[config.mk]
export PLATFORM = sky130hd
export DESIGN_NAME = shift_mul
export DESIGN_NICKNAME = d
export VERILOG_FILES = /design/src/rtl/mul_pkg.sv /design/src/rtl/shift_mul.sv
export SDC_FILE = /design/constraint.sdc
export NUM_CORES = 1
export LEC_CHECK = 0
export CAP_MARGIN = 25
export CORE_UTILIZATION = 48
export CTS_CLUSTER_SIZE = 10
export DETAILED_ROUTE_END_ITERATION = 8
export PLACE_DENSITY = 0.75
export SYNTH_ARGS = -nofsm -noshare
export SYNTH_HDL_FRONTEND = slang
export SYNTH_SLANG_ARGS = --single-unit
[constraint.sdc]
create_clock -name clk -period 2.1 [get_ports clk]
set_input_delay 0.42 -clock clk [delete_from_list [all_inputs] [get_ports clk]]
set_output_delay 0.42 -clock clk [all_outputs]
set_load 0.05 [all_outputs]
[src/rtl/mul_pkg.sv]
// Shared definitions for the iterative shift-add multiplier and its register file.
// Provides the controller state encoding and the default operand/address widths.
// No ports; imported with mul_pkg::* by the multiplier.
package mul_pkg;

  // Default operand width; the product is 2*DEF_W bits.
  localparam int DEF_W  = 8;
  // Default register address width, kept in step with the register file.
  localparam int DEF_PW = 3;

  typedef enum logic [1:0] {
    IDLE  = 2'd0,
    CALC  = 2'd1,
    WR_LO = 2'd2,
    WR_HI = 2'd3
  } mul_state_t;

endpackage : mul_pkg

[src/rtl/shift_mul.sv]
// Iterative unsigned WxW shift-add multiplier that writes its 2W-bit product back
// into the register file: low byte to the captured destination, then high byte to r0.
// Ports: clk/rst_n; start, op_a, op_b, dst_addr in; busy, done and the write port
// (wr_en, in_place, wr_addr, dat_out) out.
module shift_mul
  import mul_pkg::*;
#(
  parameter int W  = DEF_W,
  parameter int PW = DEF_PW,
  parameter int CW = $clog2(W + 1)
) (
  input  logic          clk,
  input  logic          rst_n,
  input  logic          start,
  input  logic [W-1:0]  op_a,
  input  logic [W-1:0]  op_b,
  input  logic [PW-1:0] dst_addr,
  output logic          busy,
  output logic          done,
  output logic          wr_en,
  output logic          in_place,
  output logic [PW-1:0] wr_addr,
  output logic [W-1:0]  dat_out
);

  mul_state_t    state_q, state_d;
  logic [W-1:0]  mcand_q, mcand_d;
  logic [W-1:0]  mplier_q, mplier_d;
  logic [2*W-1:0] acc_q, acc_d;
  logic [CW-1:0] cnt_q, cnt_d;
  logic [PW-1:0] dst_q, dst_d;

  // Partial-sum adder on the upper half of the accumulator; the extra bit keeps the
  // carry so it can be shifted back into the accumulator's MSB.
  logic [W:0] sum;
  assign sum = {1'b0, acc_q[2*W-1:W]} + (mplier_q[0] ? {1'b0, mcand_q} : '0);

  always_ff @(posedge clk or negedge rst_n) begin
    if (!rst_n) begin
      state_q  <= IDLE;
      mcand_q  <= '0;
      mplier_q <= '0;
      acc_q    <= '0;
      cnt_q    <= '0;
      dst_q    <= '0;
    end else begin
      state_q  <= state_d;
      mcand_q  <= mcand_d;
      mplier_q <= mplier_d;
      acc_q    <= acc_d;
      cnt_q    <= cnt_d;
      dst_q    <= dst_d;
    end
  end

  always_comb begin
    state_d  = state_q;
    mcand_d  = mcand_q;
    mplier_d = mplier_q;
    acc_d    = acc_q;
    cnt_d    = cnt_q;
    dst_d    = dst_q;
    unique case (state_q)
      IDLE: begin
        if (start) begin
          state_d  = CALC;
          mcand_d  = op_a;
          mplier_d = op_b;
          dst_d    = dst_addr;
          acc_d    = '0;
          cnt_d    = '0;
        end
      end
      CALC: begin
        // Shift {carry, acc} right by one; the consumed multiplier bit falls off.
        acc_d    = {sum, acc_q[W-1:1]};
        mplier_d = mplier_q >> 1;
        cnt_d    = cnt_q + CW'(1);
        if (cnt_q == CW'(W - 1)) begin
          state_d = WR_LO;
        end
      end
      WR_LO:   state_d = WR_HI;
      WR_HI:   state_d = IDLE;
      default: state_d = IDLE;
    endcase
  end

  // Moore outputs: purely a function of state and registered data, so an
  // asynchronous reset forces them all low immediately.
  always_comb begin
    busy     = (state_q != IDLE);
    done     = 1'b0;
    wr_en    = 1'b0;
    in_place = 1'b0;
    wr_addr  = '0;
    dat_out  = '0;
    unique case (state_q)
      WR_LO: begin
        wr_en    = 1'b1;
        in_place = 1'b1;
        wr_addr  = dst_q;
        dat_out  = acc_q[W-1:0];
      end
      WR_HI: begin
        wr_en    = 1'b1;
        done     = 1'b1;
        dat_out  = acc_q[2*W-1:W];
      end
      default: ;
    endcase
  end

endmodule : shift_mul

==> out/results.ini, run 1 <==
[run_status]
status = finished clean

[clock_tree]
cts_made_buffers = 5
clockRootBuffer = clkbuf_8
cts_setup_buffers = 0
cts.clk_slew.worst_paths_ns = 0.08
ctsHoldBuffers = 0
cts_tree = built
clock_latency_ns = 0.30
clkSinkCount = 41
cts-resized-gates = 0
ctsHtreeMaxLevel = 2
cts_buffer_depth = 2

[place]
gp_congestion = 0.851
place_inst = 313
place_hpwl_um = 3360
preCtsSetupSlack_ns = 0.0464
placed_cell_area_um2 = 2920
port_buffers = 36

[setup_path]
rr_worst_depth = 7
arrival_ns = 2.18
crit_buf_inv = 1
cp.depth = 7
cp.required_ns = 2.29
cp_max_fo = 7
crit_chain = buf_4, and2_1, ha_1, and3_2, nand2_1, o22ai_1, mux2_2
slowest_stage = dfrtp_1
max_stage_delay_ns = 0.40
crit_family = flip-flops
critPathKind = reg -> reg
crit_path_start_kind = flop
end_kind = flop

[die]
fp.coreArea_um2 = 4720
die_y_um = 71.9
boundaryPins = 37
die_x_um = 71.9
die_area_um2 = 5170
initial_core_util_pct = 49.7
rows = 25

[finish]
postLayoutCoreUtil_pct = 63.9
diodes = 0
drive_gt1_share_pct = 24.8
final_cell_area_um2 = 3020
syn_to_final_growth_pct = 28.6
fin_cells = 321
n_fill_cell = 379
nNetsFinal = 289

[min_path]
hp-class = in -> async

[sta]
skew_ns = 0.00592
fin_crit_ns = 1.99
relSlewSlack_pct = 61.5
maxSlewViolCount = 0
fin_crit_sh_pct = 94.7
grt_setup_unrepaired = no
fmax_mhz = 503
timing.hold.ws_ns = 0.166
layout_setup_ws_ns = 0.112
hold_violations = 0
finalSetupTns_ns = 0
setup_violations = 0
tightestPinTransition_ns = 0.578

[power]
max-vdd-ir-drop_uv = 692
powerDensity_nw_per_um2 = 1480
finalPower_mw = 4.48
leakagePower_nw = 1.35

[detailed_routing]
drt_wl_total_um = 4740
antenna_left = 0
routedWlPerCell_um = 14.8
drt-vias-per-instance = 5.58
drc = 0
first_pass_iters = 4
drt_iter0_drc = 114
routed-via-count = 1792

[global_route]
grt-ovfl-total = 0
grt_start_max_net_pins = 42
track_usage_pct = 20.6
grt_pass1_wl_um = 8110
antenna_found_initial = 0
first_global_vias = 1750

[synth]
avgSynthCellArea_um2 = 11.0
async_flop_share_pct = 100
syn-instance-count = 213
synth_edf_count = 0
ys_warn_count = 0
synth_flop_cell = dfrtp_1
ys_types = 41
syn_area_um2 = 2350
synth-seq-cells = 41
synth.yosys.seq_area_share_pct = 43.7
syn-num-nets = 249

[run]
drv_cap = 0

[cell usage in the layout, fill, tap and decap left out, types with 2 or more instances in the layout]
cell and n:
nor3_1 2, and3_2 2, nand3_1 2, a21oi_1 11, mux2_2 19, clkbuf_8 5, xnor2_1 2, a22oi_1 2
clkinv_2 2, nand2b_1 3, mux2i_1 4, o21ai_1 2, nand2_1 13, inv_1 7, a31oi_1 2, and2_1 11
buf_12 14, o22ai_1 14, ha_1 11, dfrtp_1 41, xor2_1 2, o221ai_1 2, o21ai_0 5, clkdlybuf4s50_1 20
a22o_1 21, o211ai_1 2, buf_4 10, a21o_1 5
[cells in the mapped netlist (all sizes together) (4+ instances only)]
cell type | count | area [µm²]
mux2i | 4 | 40.0
mux2 | 20 | 229
o21ai | 7 | 35.0
o22ai | 14 | 87.6
and2 | 11 | 68.8
dfrtp | 41 | 1030
buf | 9 | 65.1
nand2 | 13 | 48.8
inv | 8 | 32.5
a22o | 21 | 184
ha | 13 | 163
a21oi | 12 | 63.8
a21o | 5 | 37.5
[per-layer routing]
| layer | vias up | GRT usage, % | wire length [µm] |
|---|---|---|---|
| met5 | - | 0 | 0 |
| li1 | 875 | - | - |
| met2 | 30 | 33.4 | 2300 |
| met4 | 0 | 6.75 | 64 |
| met1 | 880 | 27.6 | 2240 |
| met3 | 7 | 4.58 | 134 |
[cells by family after synthesis]
logic type / after synthesis / share of synthesized area [%]
buffers and inverters: 20 / 4.64
DFF: 41 / 43.7
xor gates and xnor gates: 4 / 1.49
and+or+nand+nor: 40 / 9.81
adders and majority gates: 14 / 7.79
AOI/OAI and AO/OA: 70 / 21.1
muxes: 24 / 11.5
[where the power goes]
group | switching (mW) | leakage (nW) | internal, mW | total [mW]
logic | 1.35 | 0.794 | 1.25 | 2.60
clock network | 0.279 | 0.0439 | 0.229 | 0.508
registers | 0.254 | 0.517 | 1.11 | 1.37
[area by class of cell]
| type | count | area (µm²) | share of cell area, % |
|---|---|---|---|
| Inverter | 8 | 32.5 | 1.08 |
| Timing Repair Buffer | 45 | 561 | 18.6 |
| Multi-Input combinational cell | 152 | 1230 | 40.7 |
| Clock buffer | 5 | 68.8 | 2.28 |
| Clock inverter | 3 | 17.5 | 0.580 |
| Tap cell | 67 | 83.8 | 2.78 |
| Sequential cell | 41 | 1030 | 34.0 |
[worst paths after layout]
kind | start | endpoint | slack [ns]
setup / recovery | mplier_q[0] | acc_q[14] | 0.11
hold / removal | rst_n | acc_q[1] | 0.17
setup reg to reg | mplier_q[0] | acc_q[14] | 0.11
hold reg to reg | dst_q[1] | dst_q[1] | 0.50
max in group asynchronous | rst_n | mplier_q[3] | 1.58
min in group clk | dst_q[1] | dst_q[1] | 0.50
[flip-flops by register name, summed over array words and instances, names as in the netlist]
register	flops
acc_q	16
cnt_q	4
dst_q	3
mcand_q	8
mplier_q	8
state_q	2
No activity file was read; power rests on OpenSTA's default activity.
==> inputs of run 2 (changes only) <==
- clock period: 2.1 -> 1.65 ns (I/O delays scaled with it)
==> run 2 against run 1 <==
The flow now finishes with violations (negative setup slack). Critical path depth increased by 1. Clock power rose by 70%. First-iteration DRC count up 23%. Worst hold slack better by 0.31 ns. Via count rose by 22%. Count of clock-buffer cells in the layout grew 1. Global-route usage increased by 4.5 points. Critical path type unchanged. Critical endpoint unchanged. Highest routed layer unchanged.
==> out/results.ini, run 2 (synthesized netlist as in run 1, its figures left out) <==
[run_status]
status = complete, but fails checks
violations = negative setup slack

[finish]
largest_register_ffs = 16  ; unchanged
layout_common_cells = dfrtp_1 (41), buf_4 (41), buf_6 (23)
syn_to_final_growth_pct = 68.9
top_register = acc_q
final_cell_area_um2 = 3960  ; +31%
diodes = 0  ; unchanged
nNetsFinal = 350  ; +21%
drive_gt1_share_pct = 50.5  ; +26 points
reg_top3 = acc_q: 16 flops, mcand_q: 8 flops, mplier_q: 8 flops

[detailed_routing]
routed-via-count = 2184  ; +22%
first_pass_iters = 5  ; +1
drc = 0  ; unchanged
drt-vias-per-instance = 5.72  ; +2.4%
drt_wl_total_um = 7040  ; +49%
routedWlPerCell_um = 18.4  ; +25%
antenna_left = 0  ; unchanged
drt_iter0_drc = 140  ; +23%

[global_route]
grt_start_max_net_pins = 27  ; -36%
antenna_found_initial = 0  ; unchanged
grt_pass1_wl_um = 9870  ; +22%
grt-ovfl-total = 0  ; unchanged
track_usage_pct = 25.1  ; +4.5 points
first_global_vias = 2089  ; +19%

[setup_path]
rr_worst_depth = 8  ; +1
cp_max_fo = 4  ; -3
arrival_ns = 2.15  ; -0.03 ns
crit_path_start_kind = flop
end_kind = flop
cp.required_ns = 1.84  ; -0.45 ns
critPathKind = reg -> reg

[die]
boundaryPins = 37  ; unchanged
die_x_um = 71.9  ; unchanged
die_area_um2 = 5170  ; unchanged
initial_core_util_pct = 49.7  ; unchanged
die_y_um = 71.9  ; unchanged
rows = 25  ; unchanged
fp.coreArea_um2 = 4720  ; unchanged

[power]
powerDensity_nw_per_um2 = 2050  ; +38%
max-vdd-ir-drop_uv = 1370  ; +98%
leakagePower_nw = 1.87  ; +38%

[sta]
skew_ns = 0.0116  ; +0.00572 ns
grt_setup_unrepaired = yes
relSlewSlack_pct = 72.0  ; +11 points
setup_violations = 47  ; +47
fmax_mhz = 510  ; +1.5%
hold_violations = 0  ; unchanged
tightestPinTransition_ns = 0.420  ; -0.158 ns
fin_crit_sh_pct = 119  ; +24 points
fin_crit_ns = 1.96  ; -0.0293 ns
maxSlewViolCount = 0  ; unchanged
layout_setup_ws_ns = -0.309  ; -0.421 ns

[min_path]
hp-class = in -> async

[place]
placed_cell_area_um2 = 3240  ; +11%
port_buffers = 36  ; unchanged
place_hpwl_um = 3900  ; +16%
gp_congestion = 0.881  ; +3.5%
preCtsSetupSlack_ns = -0.276  ; -0.322 ns

[clock_tree]
cts_tree = built
clockRootBuffer = clkbuf_8
cts_buffer_depth = 2  ; unchanged
cts_made_buffers = 5  ; unchanged
ctsHtreeMaxLevel = 2  ; unchanged
clkSinkCount = 41  ; unchanged
clock_latency_ns = 0.31  ; about the same
cts.clk_slew.worst_paths_ns = 0.09  ; about the same

[run]
drv_cap = 0  ; unchanged

==> run 2: layout make-up <==
class                      count  area [µm²]
clock buffer                   6        82.6
clock inverter                 2        37.5
fill                         235         761
inverter                       8        38.8
multi-input combinational    152        1530
sequential                    41        1030
tap                           67        83.8
timing repair buffer         106        1170
==> run 2: metal layers <==
metal / global-route usage, % / vias to the layer above / share of wire (%)
li1: - / 997 / -
met1: 32.8 / 1099 / 42
met2: 42.0 / 69 / 52
met3: 4.58 / 19 / 3.7
met4: 8.93 / 0 / 2.4
met5: 0 / - / 0
==> run 2: worst paths after layout <==
check                                 start          to  slack (ns)
worst min-delay path                  rst_n    acc_q[2]        0.48
worst max register to register  mplier_q[0]   acc_q[14]       -0.31
worst max-delay path            mplier_q[0]   acc_q[14]       -0.31
max in group asynchronous             rst_n  mcand_q[7]        0.69
worst min register to register   mcand_q[7]  mcand_q[7]        0.51
min in group clk                 mcand_q[7]  mcand_q[7]        0.51
==> run 2: per-stage QoR <==
| step | hold WS [ns] | util (%) | std cells | setup TNS [ns] | total power [mW] |
|---|---|---|---|---|---|
| finish | 0.480 | 83.9 | 382 | -6.01 | 8.12 |
| global route | 0.509 | 83.9 | 382 | -7.67 | 8.52 |
| CTS | 0.490 | 78.3 | 370 | -3.57 | 7.21 |
| detailed placement | 0.284 | 68.6 | 342 | -1.40 | 5.63 |
| global placement | 0.281 | 68.6 | 342 | -0.995 | 5.53 |
| floorplan | 0.0344 | - | 213 | -0.682 | 4.20 |
==> run 2: repair_timing <==
| action | 4_1_cts | 5_1_grt |
|---|---|---|
| hold buffers | 1 | 0 |
| pin swaps | 9 | 19 |
| endpoints found under the hold margin | 15 | 0 |
| cloned | 0 | 1 |
| setup endpoints to repair | 27 | 50 |
| gates resized for setup | 40 | 43 |
| buffers inserted | 19 | 12 |
==> run 2: worst max-delay path: stages (launching register included) <==
cell and delay, ns:
dfrtp_1 0.42, and2_4 0.16, ha_4 0.16, buf_4 0.13
buf_4 0.12, a21o_1 0.22, a21oi_2 0.25, o22ai_1 0.12
mux2_2 0.28
==> run 2: power breakdown <==
part / leakage, nW / internal [mW] / total [mW] / switching (mW)
logic: 1.30 / 3.00 / 5.44 / 2.45
registers: 0.517 / 1.42 / 1.81 / 0.393
clock network: 0.0574 / 0.492 / 0.864 / 0.372
total: 1.87 / 4.91 / 8.12 / 3.21
